===== src/rtl/sdram_arbiter_if.sv =====
// Channel-side and controller-side signal bundle for the SDRAM arbiter.
// The arbiter takes the slave view. The requesters and the controller model take the master view.
interface sdram_arbiter_if #(
    parameter int NUM_CH     = 3,
    parameter int ADDR_WIDTH = 22,
    parameter int DATA_WIDTH = 16
);
    logic [NUM_CH-1:0]                 ch_req;
    logic [NUM_CH-1:0]                 ch_we;
    logic [NUM_CH-1:0][ADDR_WIDTH-1:0] ch_addr;
    logic [NUM_CH-1:0][DATA_WIDTH-1:0] ch_wdata;
    logic [NUM_CH-1:0]                 ch_busy;
    logic [NUM_CH-1:0]                 ch_ack;
    logic                              ch_err;
    logic [DATA_WIDTH-1:0]             ch_rdata;
    logic [NUM_CH-1:0]                 overrun;
    logic                              mem_req;
    logic                              mem_we;
    logic [ADDR_WIDTH-1:0]             mem_addr;
    logic [DATA_WIDTH-1:0]             mem_wdata;
    logic                              mem_ack;
    logic [DATA_WIDTH-1:0]             mem_rdata;

    modport slave (
        input  ch_req, ch_we, ch_addr, ch_wdata, mem_ack, mem_rdata,
        output ch_busy, ch_ack, ch_err, ch_rdata, overrun,
               mem_req, mem_we, mem_addr, mem_wdata
    );

    modport master (
        output ch_req, ch_we, ch_addr, ch_wdata, mem_ack, mem_rdata,
        input  ch_busy, ch_ack, ch_err, ch_rdata, overrun,
               mem_req, mem_we, mem_addr, mem_wdata
    );
endinterface


===== src/rtl/sdram_arbiter.sv =====
// Round-robin arbiter that shares one SDRAM controller port between NUM_CH requesters.
// It latches request pulses per channel, issues one access at a time, and aborts when an ack is lost.
module sdram_arbiter_ch #(
    parameter int ADDR_WIDTH = 22,
    parameter int DATA_WIDTH = 16
) (
    input  logic                  clk_i,
    input  logic                  rst_i,
    input  logic                  req_i,
    input  logic                  we_i,
    input  logic [ADDR_WIDTH-1:0] addr_i,
    input  logic [DATA_WIDTH-1:0] wdata_i,
    input  logic                  clr_i,
    output logic                  pend_o,
    output logic                  pend_eff_o,
    output logic                  we_o,
    output logic [ADDR_WIDTH-1:0] addr_o,
    output logic [DATA_WIDTH-1:0] wdata_o,
    output logic                  ovr_o
);
    logic                  pend_q, pend_d;
    logic                  ovr_q, ovr_d;
    logic                  we_q, we_d;
    logic [ADDR_WIDTH-1:0] addr_q, addr_d;
    logic [DATA_WIDTH-1:0] wdata_q, wdata_d;
    logic                  cap;

    assign cap = req_i & ~pend_q;

    always_comb begin
        pend_d  = pend_q;
        we_d    = we_q;
        addr_d  = addr_q;
        wdata_d = wdata_q;
        ovr_d   = ovr_q | (req_i & pend_q);
        if (cap) begin
            pend_d  = 1'b1;
            we_d    = we_i;
            addr_d  = addr_i;
            wdata_d = wdata_i;
        end else if (clr_i) begin
            pend_d = 1'b0;
        end
    end

    always_ff @(posedge clk_i) begin
        if (rst_i) begin
            pend_q  <= 1'b0;
            ovr_q   <= 1'b0;
            we_q    <= 1'b0;
            addr_q  <= '0;
            wdata_q <= '0;
        end else begin
            pend_q  <= pend_d;
            ovr_q   <= ovr_d;
            we_q    <= we_d;
            addr_q  <= addr_d;
            wdata_q <= wdata_d;
        end
    end

    // A request captured this cycle is visible to the arbiter immediately, so IDLE can issue it next cycle.
    assign pend_o     = pend_q;
    assign pend_eff_o = pend_q | cap;
    assign we_o       = cap ? we_i    : we_q;
    assign addr_o     = cap ? addr_i  : addr_q;
    assign wdata_o    = cap ? wdata_i : wdata_q;
    assign ovr_o      = ovr_q;
endmodule

module sdram_arbiter #(
    parameter int NUM_CH     = 3,
    parameter int ADDR_WIDTH = 22,
    parameter int DATA_WIDTH = 16,
    parameter int TIMEOUT    = 255
) (
    input  logic           clk_i,
    input  logic           rst_i,
    sdram_arbiter_if.slave bus
);
    localparam int GW = (NUM_CH > 1) ? $clog2(NUM_CH) : 1;
    localparam logic [0:0] S_IDLE = 1'b0;
    localparam logic [0:0] S_WAIT = 1'b1;

    typedef struct packed {
        logic                  we;
        logic [ADDR_WIDTH-1:0] addr;
        logic [DATA_WIDTH-1:0] wdata;
    } acc_t;

    logic [NUM_CH-1:0]                 pend, pend_eff, ovr, eff_we;
    logic [NUM_CH-1:0][ADDR_WIDTH-1:0] eff_addr;
    logic [NUM_CH-1:0][DATA_WIDTH-1:0] eff_wdata;

    logic [0:0]            state_q, state_d;
    logic [GW-1:0]         last_q, last_d, gnt_q, gnt_d, rr_idx;
    logic                  rr_found;
    logic [7:0]            wd_q, wd_d;
    logic                  mreq_q, mreq_d;
    acc_t                  mem_q, mem_d;
    logic [NUM_CH-1:0]     ack_q, ack_d;
    logic                  err_q, err_d;
    logic [DATA_WIDTH-1:0] rdata_q, rdata_d;
    int                    j;

    generate
        for (genvar i = 0; i < NUM_CH; i++) begin : g_ch
            sdram_arbiter_ch #(
                .ADDR_WIDTH(ADDR_WIDTH),
                .DATA_WIDTH(DATA_WIDTH)
            ) u_ch (
                .clk_i      (clk_i),
                .rst_i      (rst_i),
                .req_i      (bus.ch_req[i]),
                .we_i       (bus.ch_we[i]),
                .addr_i     (bus.ch_addr[i]),
                .wdata_i    (bus.ch_wdata[i]),
                .clr_i      (ack_d[i]),
                .pend_o     (pend[i]),
                .pend_eff_o (pend_eff[i]),
                .we_o       (eff_we[i]),
                .addr_o     (eff_addr[i]),
                .wdata_o    (eff_wdata[i]),
                .ovr_o      (ovr[i])
            );
        end
    endgenerate

    // Search starts just after the last grant, so every pending channel is served within NUM_CH-1 other grants.
    always_comb begin
        rr_found = 1'b0;
        rr_idx   = '0;
        j        = 0;
        for (int k = 1; k <= NUM_CH; k++) begin
            j = (int'(last_q) + k) % NUM_CH;
            if (!rr_found && pend_eff[j]) begin
                rr_found = 1'b1;
                rr_idx   = GW'(j);
            end
        end
    end

    always_comb begin
        state_d = state_q;
        last_d  = last_q;
        gnt_d   = gnt_q;
        wd_d    = wd_q;
        mreq_d  = 1'b0;
        mem_d   = mem_q;
        ack_d   = '0;
        err_d   = 1'b0;
        rdata_d = rdata_q;
        case (state_q)
            S_IDLE: begin
                if (rr_found) begin
                    mreq_d  = 1'b1;
                    mem_d   = '{we: eff_we[rr_idx], addr: eff_addr[rr_idx], wdata: eff_wdata[rr_idx]};
                    last_d  = rr_idx;
                    gnt_d   = rr_idx;
                    wd_d    = '0;
                    state_d = S_WAIT;
                end
            end
            S_WAIT: begin
                if (bus.mem_ack) begin
                    ack_d[gnt_q] = 1'b1;
                    rdata_d      = bus.mem_rdata;
                    state_d      = S_IDLE;
                end else if (wd_q == 8'(TIMEOUT)) begin
                    ack_d[gnt_q] = 1'b1;
                    err_d        = 1'b1;
                    rdata_d      = '0;
                    state_d      = S_IDLE;
                end else begin
                    wd_d = wd_q + 8'd1;
                end
            end
            default: state_d = S_IDLE;
        endcase
    end

    always_ff @(posedge clk_i) begin
        if (rst_i) begin
            state_q <= S_IDLE;
            last_q  <= GW'(NUM_CH - 1);
            gnt_q   <= '0;
            wd_q    <= '0;
            mreq_q  <= 1'b0;
            mem_q   <= '0;
            ack_q   <= '0;
            err_q   <= 1'b0;
            rdata_q <= '0;
        end else begin
            state_q <= state_d;
            last_q  <= last_d;
            gnt_q   <= gnt_d;
            wd_q    <= wd_d;
            mreq_q  <= mreq_d;
            mem_q   <= mem_d;
            ack_q   <= ack_d;
            err_q   <= err_d;
            rdata_q <= rdata_d;
        end
    end

    assign bus.ch_busy   = pend;
    assign bus.ch_ack    = ack_q;
    assign bus.ch_err    = err_q;
    assign bus.ch_rdata  = rdata_q;
    assign bus.overrun   = ovr;
    assign bus.mem_req   = mreq_q;
    assign bus.mem_we    = mem_q.we;
    assign bus.mem_addr  = mem_q.addr;
    assign bus.mem_wdata = mem_q.wdata;
endmodule


===== src/flat_wrapper.sv =====
// flat-port wrapper written by rule: the top's interface ports become plain ports
module sdram_arbiter_flat 
#(
    parameter int NUM_CH     = 3,
    parameter int ADDR_WIDTH = 22,
    parameter int DATA_WIDTH = 16,
    parameter int TIMEOUT    = 255
)
  (clk_i, rst_i, bus_ch_req, bus_ch_we, bus_ch_addr, bus_ch_wdata, bus_mem_ack, bus_mem_rdata, bus_ch_busy, bus_ch_ack, bus_ch_err, bus_ch_rdata, bus_overrun, bus_mem_req, bus_mem_we, bus_mem_addr, bus_mem_wdata);
  sdram_arbiter_if #(.NUM_CH(NUM_CH), .ADDR_WIDTH(ADDR_WIDTH), .DATA_WIDTH(DATA_WIDTH)) bus_i ();
  input  logic clk_i;
  input  logic rst_i;
  input wire logic [$bits(bus_i.ch_req)-1:0] bus_ch_req;
  input wire logic [$bits(bus_i.ch_we)-1:0] bus_ch_we;
  input wire logic [$bits(bus_i.ch_addr)-1:0] bus_ch_addr;
  input wire logic [$bits(bus_i.ch_wdata)-1:0] bus_ch_wdata;
  input wire logic [$bits(bus_i.mem_ack)-1:0] bus_mem_ack;
  input wire logic [$bits(bus_i.mem_rdata)-1:0] bus_mem_rdata;
  output wire logic [$bits(bus_i.ch_busy)-1:0] bus_ch_busy;
  output wire logic [$bits(bus_i.ch_ack)-1:0] bus_ch_ack;
  output wire logic [$bits(bus_i.ch_err)-1:0] bus_ch_err;
  output wire logic [$bits(bus_i.ch_rdata)-1:0] bus_ch_rdata;
  output wire logic [$bits(bus_i.overrun)-1:0] bus_overrun;
  output wire logic [$bits(bus_i.mem_req)-1:0] bus_mem_req;
  output wire logic [$bits(bus_i.mem_we)-1:0] bus_mem_we;
  output wire logic [$bits(bus_i.mem_addr)-1:0] bus_mem_addr;
  output wire logic [$bits(bus_i.mem_wdata)-1:0] bus_mem_wdata;
  assign bus_i.ch_req = bus_ch_req;
  assign bus_i.ch_we = bus_ch_we;
  assign bus_i.ch_addr = bus_ch_addr;
  assign bus_i.ch_wdata = bus_ch_wdata;
  assign bus_i.mem_ack = bus_mem_ack;
  assign bus_i.mem_rdata = bus_mem_rdata;
  assign bus_ch_busy = bus_i.ch_busy;
  assign bus_ch_ack = bus_i.ch_ack;
  assign bus_ch_err = bus_i.ch_err;
  assign bus_ch_rdata = bus_i.ch_rdata;
  assign bus_overrun = bus_i.overrun;
  assign bus_mem_req = bus_i.mem_req;
  assign bus_mem_we = bus_i.mem_we;
  assign bus_mem_addr = bus_i.mem_addr;
  assign bus_mem_wdata = bus_i.mem_wdata;
  sdram_arbiter #(.NUM_CH(NUM_CH), .ADDR_WIDTH(ADDR_WIDTH), .DATA_WIDTH(DATA_WIDTH), .TIMEOUT(TIMEOUT)) u_core (.clk_i(clk_i), .rst_i(rst_i), .bus(bus_i));
endmodule

===== config.mk =====
export PLATFORM = sky130hd
export DESIGN_NAME = sdram_arbiter_flat
export DESIGN_NICKNAME = d
export VERILOG_FILES = /design/src/rtl/sdram_arbiter_if.sv /design/src/rtl/sdram_arbiter.sv /design/src/flat_wrapper.sv
export SDC_FILE = /design/constraint.sdc
export NUM_CORES = 1
export LEC_CHECK = 0
export ABC_AREA = 1
export CORE_AREA = 10 10 151 153
export DETAILED_ROUTE_END_ITERATION = 7
export DIE_AREA = 0 0 161 163
export PLACE_DENSITY = 0.79
export SLEW_MARGIN = 20
export SYNTH_ARGS = -nofsm -noshare
export SYNTH_HDL_FRONTEND = slang
export SYNTH_HIERARCHICAL = 1
export SYNTH_SLANG_ARGS = --single-unit

===== constraint.sdc =====
create_clock -name clk_i -period 2.9 [get_ports clk_i]
set_input_delay 0.725 -clock clk_i [delete_from_list [all_inputs] [get_ports clk_i]]
set_output_delay 0.725 -clock clk_i [all_outputs]
set_load 0.005 [all_outputs]

# After elaboration in Yosys (flattened, before gate mapping)
# Index checks and enable logic that the tools add are counted.
[word_totals] register_bits=196
[classes] addsub=4 div_mod_pow=3 order_cmp=6 eq_ne=4 mux=52 bitwise=16 n_reduce_logical=14
[op_table] cell="$lt 32x4->1 const B" n=3
[op_table] cell="$mod 32x3->32 const B" n=3
[op_table] cell="$mux 16" n=6
[op_table] cell="$mux 22" n=4
[op_table] cell="$bmux 22 s2" n=1
[op_table] cell="$bmux 16 s2" n=1
[op_table] cell="$mux 1" n=24
[op_table] cell="$mux 8" n=3
[op_table] cell="$pmux 8 s2" n=1
[op_table] cell="$mux 3" n=3
[op_table] cell="$add 8x1->8 const B" n=1
[op_table] cell="$bmux 1 s2" n=4
[op_table] cell="$eq 8x8->1 const B" n=1
[op_table] cell="$reduce_bool 2->1" n=4
[op_table] cell="$add 2x2->3 const B" n=2
[op_table] cell="$and 1x1->1" n=6
[op_table] cell="$lt 2x3->1 const B" n=2
[op_table] cell="$mux 2" n=3
[op_table] cell="$or 1x1->1" n=6
[op_table] cell="$ne 2x2->1 const B" n=2
[op_table] cell="$not 1->1" n=4
[op_table] cell="$reduce_and 2->1" n=2
[op_table] cell="$add 2x1->3 const B" n=1
[op_table] cell="$logic_and 1x1->1" n=3
[op_table] cell="8 further kinds" n=9

# Depth between registers and ports, before layout
# Gate-level depths: netlist of run 1.
[depth] word_depth=15 mapped_depth=18

# By module
# Netlist of run 1, hierarchy kept.
[by_module_without_submodules] mod="sdram_arbiter_ch" n_inst=3 cells_per_inst=340 area_each_um2=2037.0 seq_area_each_um2=820.8
[by_module_without_submodules] mod="sdram_arbiter" n_inst=1 cells_per_inst=602 area_each_um2=4036.4 seq_area_each_um2=1441.4

# Least setup slack after synthesis of run 1
# OpenSTA, ideal clock, no wires.
[synth_timing] kind="input port to flip-flop" start="in bus_ch_req[2]" end="reg u_core.mem_q (netlist bit u_core/bus.mem_addr[14])" setup_time_ns=0.112 arrival_ns=2.248 required_ns=2.788 slack_ns=0.540 cell_stages=15 path_buffers=4 cell_sequence="buf_2 -> buf_2 -> nor2_1 -> inv_1 -> inv_1 -> o21ai_1 -> nand2_2 -> nand3_1 -> nand3_2 -> buf_4 -> buf_4 -> nand3_1 -> nand3_1 -> nand2_1 -> nand2_1"
[synth_between] elab_chain_cells=14 elab_cells_between_ends=25 cone_classes="mux (18); bitwise (2); reduce/logical (5)"
[synth_rtl] element="from (decl)" line_no="flat_wrapper.sv:13" text="input wire logic [$bits(bus_i.ch_req)-1:0] bus_ch_req;"
[synth_rtl] element="$and 1x1->1 (*)" line_no="sdram_arbiter.sv:28" text="assign cap = req_i & ~pend_q;"
[synth_rtl] element="$or 1x1->1 (*)" line_no="sdram_arbiter.sv:64" text="assign pend_eff_o = pend_q | cap;"
[synth_rtl] element="named net u_core.pend_eff[2]" line_no="sdram_arbiter.sv:91" text="logic [NUM_CH-1:0] pend, pend_eff, ovr, eff_we;"
[synth_rtl] element="$bmux 1 s2" line_no="sdram_arbiter.sv:136" text="if (!rr_found && pend_eff[j]) begin"
[synth_rtl] element="$mux 1 (implied by the code) (2 in series)" line_no="sdram_arbiter.sv:136"
[synth_rtl] element="$mux 1" line_no="sdram_arbiter.sv:136"
[synth_rtl] element="$logic_not 1->1" line_no="sdram_arbiter.sv:136"
[synth_rtl] element="$logic_and 1x1->1" line_no="sdram_arbiter.sv:136"
[synth_rtl] element="$mux 1" line_no="sdram_arbiter.sv:136"
[synth_rtl] element="$logic_not 1->1" line_no="sdram_arbiter.sv:136"
[synth_rtl] element="$logic_and 1x1->1" line_no="sdram_arbiter.sv:136"
[synth_rtl] element="$mux 2" line_no="sdram_arbiter.sv:136"
[synth_rtl] element="$bmux 22 s2" line_no="sdram_arbiter.sv:157" text="mem_d = '{we: eff_we[rr_idx], addr: eff_addr[rr_idx], wdata: eff_wdata[rr_idx]};"
[synth_rtl] element="$mux 22 (implied by the code)" line_no="sdram_arbiter.sv:157"
[synth_rtl] element="to (signal assigned)" line_no="sdram_arbiter.sv:199" text="mem_q <= mem_d;"
[synth_rtl] element="to (decl)" line_no="sdram_arbiter.sv:100" text="acc_t mem_q, mem_d;"
# Mark *: on every way through the listed nets, which the timed path passes. The rest lies on a longest branch. The select of a mux whose other input is x is not followed.
# A chain may end at the register's enable or synchronous reset.

# Final worst setup path of run 1
[layout_timing] start="in bus_ch_req[2]" end="reg u_core.mem_q (netlist bit u_core/bus.mem_addr[1])"
# The elaborated chain is that of the path after synthesis.

==> results.cfg, run 1 <==
[outcome]
run_status = finished with violations
violations_in_the_final_reports = design-rule violations

[sta]
finalClockSkew_ns = 0.0135
final_period_utilization_pct = 84.2
worst_slew_margin_rel_pct = 59.9
setup_repair_after_global_routing_missed_its_margin = false
peak_clock_frequency_supported_by_timing_ghz = 0.409
max_slew.worst_pin.slew_ns = 0.601
finalSetupTns_ns = 0
hold_viol = 0
slew_viol_final = 0
post-route-worst-setup-slack_ns = 0.458
fin_worst_hold_slack_ns = 0.449
finalSetupViolCount = 0
tmin_final_ns = 2.44

[routing]
firstDrtPassIters = 8
first_iter_violations = 953
wl_mm = 28.7
routed-via-count = 9853
wl_per_cell_um = 13.9
viasPerCell = 4.78
remaining_drc_errors = 2
ant_nets = 0

[clocking]
cts_hold_buffers = 0
worst_skew_pair.late_latency_ns = 0.44
cts_tree = done
ctsRootBufferMaster = sky130_fd_sc_hd__clkbuf_16
cts_buffers = 17
ctsHtreeMaxLevel = 4
cts.sinks = 195
cts_max_path_buffers = 2
clkSlewWorstSetupHoldPaths_ns = 0.07
cts_post_setup_buffers_inserted = 0
number_of_cells_upsized_or_downsized_after_cts = 0

[final_layout]
nets = 1922
fin_cells = 2061
flow.area_growth_from_synthesis_pct = 27.0
antenna_diode_instance_count = 0
final_cell_area_sq_um = 12900
layout-drive-gt1-share_pct = 5.70

[pwr]
power.ir.vdd_worst_mv = 0.744
powerDensity_nw_per_um2 = 789
leakage_uw = 0.00699

[grt]
antenna_found_initial = 0
grt.overflow.total = 0
number_of_global_route_vias_before_repair = 9185
grt_pass1_wl_mm = 46.3
grt_start_max_net_pins = 50
grt_util_all_layers_pct = 21.3

[synth]
syn-num-nets = 1766
cells_taking_the_most_area_after_synthesis = sky130_fd_sc_hd__dfxtp_1 (38%), sky130_fd_sc_hd__nand2_1 (15%), sky130_fd_sc_hd__inv_1 (14%)
synthesis.instances = 1622
syn-cell-area_sq_um = 10100
postSynthRegisterBits = 195
syn-mean-instance-area_sq_um = 6.26
synth_async_sr_flop_share_pct = 0
post-synth-top-count-cell = sky130_fd_sc_hd__nand2_1
synth_cell_type_count = 34
number_of_synthesized_flops_with_an_enable_pin = 0
synth-main-ff-cell = sky130_fd_sc_hd__dfxtp_1
synth.largest_area_cell = sky130_fd_sc_hd__dfxtp_1
ys_top_cells_by_count = sky130_fd_sc_hd__nand2_1 (415), sky130_fd_sc_hd__inv_1 (387), sky130_fd_sc_hd__nand3_1 (244)
synth-seq-area-share_pct = 38.5
yosys_warnings = 6
post-synth-top-area-fraction_pct = 38.5

[critical_path]
cp_slowest_cell = sky130_fd_sc_hd__clkdlybuf4s50_1
worstPathRequired_ns = 3.23
crit-reg2reg-launch = u_core/last_q[1]$_SDFFE_PP1P_
worstSetupEndpointType = flop
timing_worst_setup_path_type = input port to flop
crit_buf_inv = 4
timing.critical_path.arrival_ns = 2.77
first_element_of_the_critical_path = bus_ch_req[2]
worst_setup_path_start_kind = input port
critical-path-max-stage-delay_ns = 0.42
path_max_fanout = 15
critPathTopFamily = simple AND/OR/NAND/NOR gates
worstPathCellList = clkdlybuf4s50_1 > nor2_1 > inv_1 > inv_1 > o21ai_1 > nand2_2 > nand2_2 > nor2_4 > nand2_2 > buf_4 > nand3_1 > nand3_1 > nand2_1 > nand2_1
cpMostUsedCell = sky130_fd_sc_hd__nand2_2

[placed_design]
portBuffers = 204
placed_cells_incl_taps = 2029
routabilityCongestion = 0.930
place_area_sq_um = 12300
dpl_wire_length_mm = 21.1
place_ws_ns = 0.0900

[floorplan]
rows = 52
initial_core_util_pct = 51.0
pin_count = 205
core_area_sq_um = 19900
die_footprint_sq_um = 26200
chipWidth_um = 161
die_ht_um = 163

[worst_hold_path]
hold_path_class = flop to flop
min-delay-start = u_core/bus.mem_wdata[1]$_SDFFE_PP0P_

[flow_run]
max-cap-violations = 0
-- cell usage in the layout (no fill, tap or decap), types with 9 or more instances in the layout --
| cell | synthesis | final |
|---|---|---|
| sky130_fd_sc_hd__nand3_2 | 9 | 9 |
| sky130_fd_sc_hd__o21ai_0 | 10 | 10 |
| sky130_fd_sc_hd__inv_2 | 11 | 11 |
| sky130_fd_sc_hd__buf_12 | 0 | 10 |
| sky130_fd_sc_hd__nor2_1 | 132 | 132 |
| sky130_fd_sc_hd__dfxtp_1 | 195 | 195 |
| sky130_fd_sc_hd__nand2_2 | 9 | 9 |
| sky130_fd_sc_hd__a21oi_1 | 72 | 72 |
| sky130_fd_sc_hd__buf_4 | 10 | 21 |
| sky130_fd_sc_hd__clkbuf_16 | 0 | 17 |
| sky130_fd_sc_hd__nand3_1 | 244 | 244 |
| sky130_fd_sc_hd__clkdlybuf4s50_1 | 0 | 203 |
| sky130_fd_sc_hd__nand2_1 | 415 | 415 |
| sky130_fd_sc_hd__inv_1 | 387 | 387 |
-- metrics by stage --
step | power (uW) | util (%)
3_3_place_gp | 7720 | 61.8
4_1_cts | 10200 | 64.7
3_5_place_dp | 7810 | 61.8
5_1_grt | 10800 | 64.7
6_report | 10200 | 64.7
2_1_floorplan | 6270 | -
-- final cells by class --
cell class,count,area (sq um)
Fill cell,1837,7020
Multi-Input combinational cell,932,4170
Sequential cell,195,3900
Timing Repair Buffer,234,2390
Inverter,398,1490
Clock buffer,17,425
Tap cell,270,338
Clock inverter,15,166
-- power breakdown --
group | total [uW] | switching [uW] | internal (uW)
sequential | 3250 | 200 | 3050
clock | 2350 | 1120 | 1230
combinational | 4560 | 2780 | 1780
total | 10200 | 4110 | 6060
-- sequential cells by signal, summed over array words and instances (netlist names) --
name / flops
u_core/bus.mem_addr: 22
u_core/bus.ch_rdata: 16
u_core/g_ch.u_ch/addr_q: 66
u_core/g_ch.u_ch/we_q: 3
u_core/wd_q: 8
u_core/gnt_q: 1
u_core/state_q: 1
u_core/g_ch.u_ch/wdata_q: 48
u_core/last_q: 2
u_core/bus.mem_we: 1
u_core/bus.mem_wdata: 16
u_core/bus.ch_err: 1
u_core/bus.mem_req: 1
u_core/g_ch.u_ch/ovr_o: 3
u_core/g_ch.u_ch/pend_o: 3
u_core/bus.ch_ack: 3
-- layer usage --
layer  global-route usage (%)  vias to the layer above  share of wire [%]
met2                     33.0                      340                 44
met3                     5.71                       34                7.5
met1                     28.7                     4372                 47
met4                     5.54                        0                1.6
met5                        0                        -                  0
li1                         -                     5107                  -
-- tightest hold or removal path: stages (launching register included) --
cell and delay (ns):
sky130_fd_sc_hd__dfxtp_1 0.31, sky130_fd_sc_hd__nand2_1 0.06, sky130_fd_sc_hd__nand2_1 0.04
-- path summary, 6_finish.rpt --
kind | cells after the start | to | slack, ns
worst min register to register | 2 | u_core/bus.mem_wdata[1]$_SDFFE_PP0P_ | 0.45
worst max register to register | 14 | u_core/bus.mem_addr[1]$_SDFFE_PP0P_ | 0.64
worst max-delay path | 14 | u_core/bus.mem_addr[1]$_SDFFE_PP0P_ | 0.46
worst min-delay path | 2 | u_core/bus.mem_wdata[1]$_SDFFE_PP0P_ | 0.45
-- kinds of logic after synthesis --
family	synth area share, %
AOI/OAI and AO/OA	4.96
adders and majority gates	0.617
DFF	38.5
and+or+nand+nor	35.2
xor gates and xnor gates	0.345
buffers and inverters	20.4
No activity file was read; power rests on OpenSTA's default activity.
==> run 2: changes to the inputs <==
==> constraint.sdc (replaced) <==
create_clock -name clk_i -period 2.44 [get_ports clk_i]
set_input_delay 0.61 -clock clk_i [delete_from_list [all_inputs] [get_ports clk_i]]
set_output_delay 0.61 -clock clk_i [all_outputs]
set_load 0.005 [all_outputs]
==> results.cfg, run 2 (synthesis results as in run 1) <==
[pwr]
p_total_uw = 12500
powerDensity_nw_per_um2 = 945
leakage_uw = 0.00717
power.ir.vdd_worst_mv = 0.769

[grt]
antenna_found_initial = 0
use_met1_pct = 29.6
met2_usage_pct = 33.5
grt_start_max_net_pins = 99
grt_busiest_layer = met2
grt_util_all_layers_pct = 21.7
grt_util_met3_pct = 5.23
grt.overflow.total = 0
grt_pass1_wl_mm = 47.2
number_of_global_route_vias_before_repair = 9326

[clocking]
cts.sinks = 195
ctsRootBufferMaster = sky130_fd_sc_hd__clkbuf_16
clkSlewWorstSetupHoldPaths_ns = 0.08
worst_skew_pair.late_latency_ns = 0.43
cts_max_path_buffers = 2
cts_tree = done
cts_buffers = 17
ctsHtreeMaxLevel = 4

[critical_path]
first_element_of_the_critical_path = bus_ch_req[2]
timing.critical_path.arrival_ns = 2.63
worstSetupEndpointType = flop
cp_slowest_cell = sky130_fd_sc_hd__clkdlybuf4s50_1
timing_worst_setup_path_type = input port to flop
critical-path-max-stage-delay_ns = 0.49
worstPathRequired_ns = 2.77
worstPathCellList = clkdlybuf4s50_1 > nor2_1 > buf_4 > inv_1 > inv_1 > o21ai_2 > nand2_2 > nand2_2 > nor2_4 > nand2_1 > nand2_2 > inv_2 > buf_12 > nand3_1 > nand2_1 > nand2_1
crit-reg2reg-launch = u_core/last_q[0]$_SDFFE_PP0P_
path_max_fanout = 15
worst_setup_path_start_kind = input port
rr_worst_depth = 14

[routing]
firstDrtPassIters = 5
first_iter_violations = 879
ant_nets = 0
routed-via-count = 10100
wl_per_cell_um = 14.0
remaining_drc_errors = 0
viasPerCell = 4.80
wl_mm = 29.3

[sta]
finalSetupViolCount = 0
setup_repair_after_global_routing_missed_its_margin = false
peak_clock_frequency_supported_by_timing_ghz = 0.436
max_slew.worst_pin.slew_ns = 0.483
final_period_utilization_pct = 94.1
tmin_final_ns = 2.30
worst_slew_margin_rel_pct = 67.8
finalSetupTns_ns = 0
finalClockSkew_ns = 0.00901
fin_worst_hold_slack_ns = 0.457
slew_viol_final = 0
hold_viol = 0

[final_layout]
nets = 1956
flow.area_growth_from_synthesis_pct = 30.2
final_cell_area_sq_um = 13200
layout-drive-gt1-share_pct = 7.62
layout_commonest_cell = sky130_fd_sc_hd__nand2_1
most-common-layout-cells = sky130_fd_sc_hd__nand2_1 (415), sky130_fd_sc_hd__inv_1 (387), sky130_fd_sc_hd__nand3_1 (244), sky130_fd_sc_hd__clkdlybuf4s50_1 (203), sky130_fd_sc_hd__dfxtp_1 (195)
fin_cells = 2095
antenna_diode_instance_count = 0
largest_register_ff_count = 66
fill_cells = 1827
top_register = u_core/g_ch.u_ch/addr_q

[placed_design]
dpl_wire_length_mm = 21.5
portBuffers = 204
routabilityCongestion = 0.924
placed_cells_incl_taps = 2063
place_area_sq_um = 12600

[floorplan]
rows = 52
chipWidth_um = 161
initial_core_util_pct = 51.0
die_footprint_sq_um = 26200
pin_count = 205
core_area_sq_um = 19900
die_ht_um = 163

[worst_hold_path]
min-delay-start = u_core/bus.mem_addr[7]$_SDFFE_PP0P_
holdPathStages = 2
hold_path_class = flop to flop

[flow_run]
max-cap-violations = 0

[outcome]
run_status = completed
run 2: changes by cell type in the layout (fill, tap and decap cells not counted), sizes merged:
cell,delta
buf,+34
clkinv,+3
bufinv,-1
clkinvlp,-1
inv,-1
run 2: stage by stage:
stage | setup slack [ns] | util, %
6_report | 0.144 | 66.3
5_1_grt | 0.00591 | 66.3
4_1_cts | 0.154 | 66.3
3_5_place_dp | -0.292 | 63.3
3_3_place_gp | -0.228 | 63.3
2_1_floorplan | 0.195 | -
run 2: report_power, final:
| part | total [uW] | leakage, uW | internal [uW] | switching [uW] |
|---|---|---|---|---|
| Combinational | 5850 | 0.00527 | 2400 | 3460 |
| Clock | 2770 | 0.000289 | 1380 | 1390 |
| Sequential | 3860 | 0.00161 | 3630 | 232 |
run 2: path summary, 6_finish.rpt:
| path | to | slack (ns) |
|---|---|---|
| setup reg to reg | u_core/bus.mem_wdata[1]$_SDFFE_PP0P_ | 0.20 |
| hold reg to reg | u_core/bus.mem_addr[7]$_SDFFE_PP0P_ | 0.46 |
| hold / removal | u_core/bus.mem_addr[7]$_SDFFE_PP0P_ | 0.46 |
| setup / recovery | u_core/bus.mem_addr[10]$_SDFFE_PP0P_ | 0.14 |
run 2: what timing repair did:
item                       CTS  global route
buffers inserted             0             0
hold buffers                 0             0
setup endpoints to repair    0            11
gates resized for setup      0             3
run 2: worst max-delay path, delay by kind of cell:
| kind | cells | cell delay [ns] |
|---|---|---|
| buf+inv | 6 | 1.12 |
| simple gates | 9 | 0.71 |
| compound gates | 1 | 0.16 |
run 2: routing by layer:
layer	share of wire, %	vias to the layer above
met3	7.0	39
met4	1.9	0
met1	47	4491
li1	-	5181
met2	44	351
met5	0	-
run 2: final cells by class:
cell class	count	area (sq um)	area share, %
multi-input combinational	932	4190	31.7
inverter	398	1490	11.3
clock buffer	17	425	3.22
timing repair buffer	268	2700	20.4
tap	270	338	2.56
sequential	195	3900	29.6
clock inverter	15	165	1.25
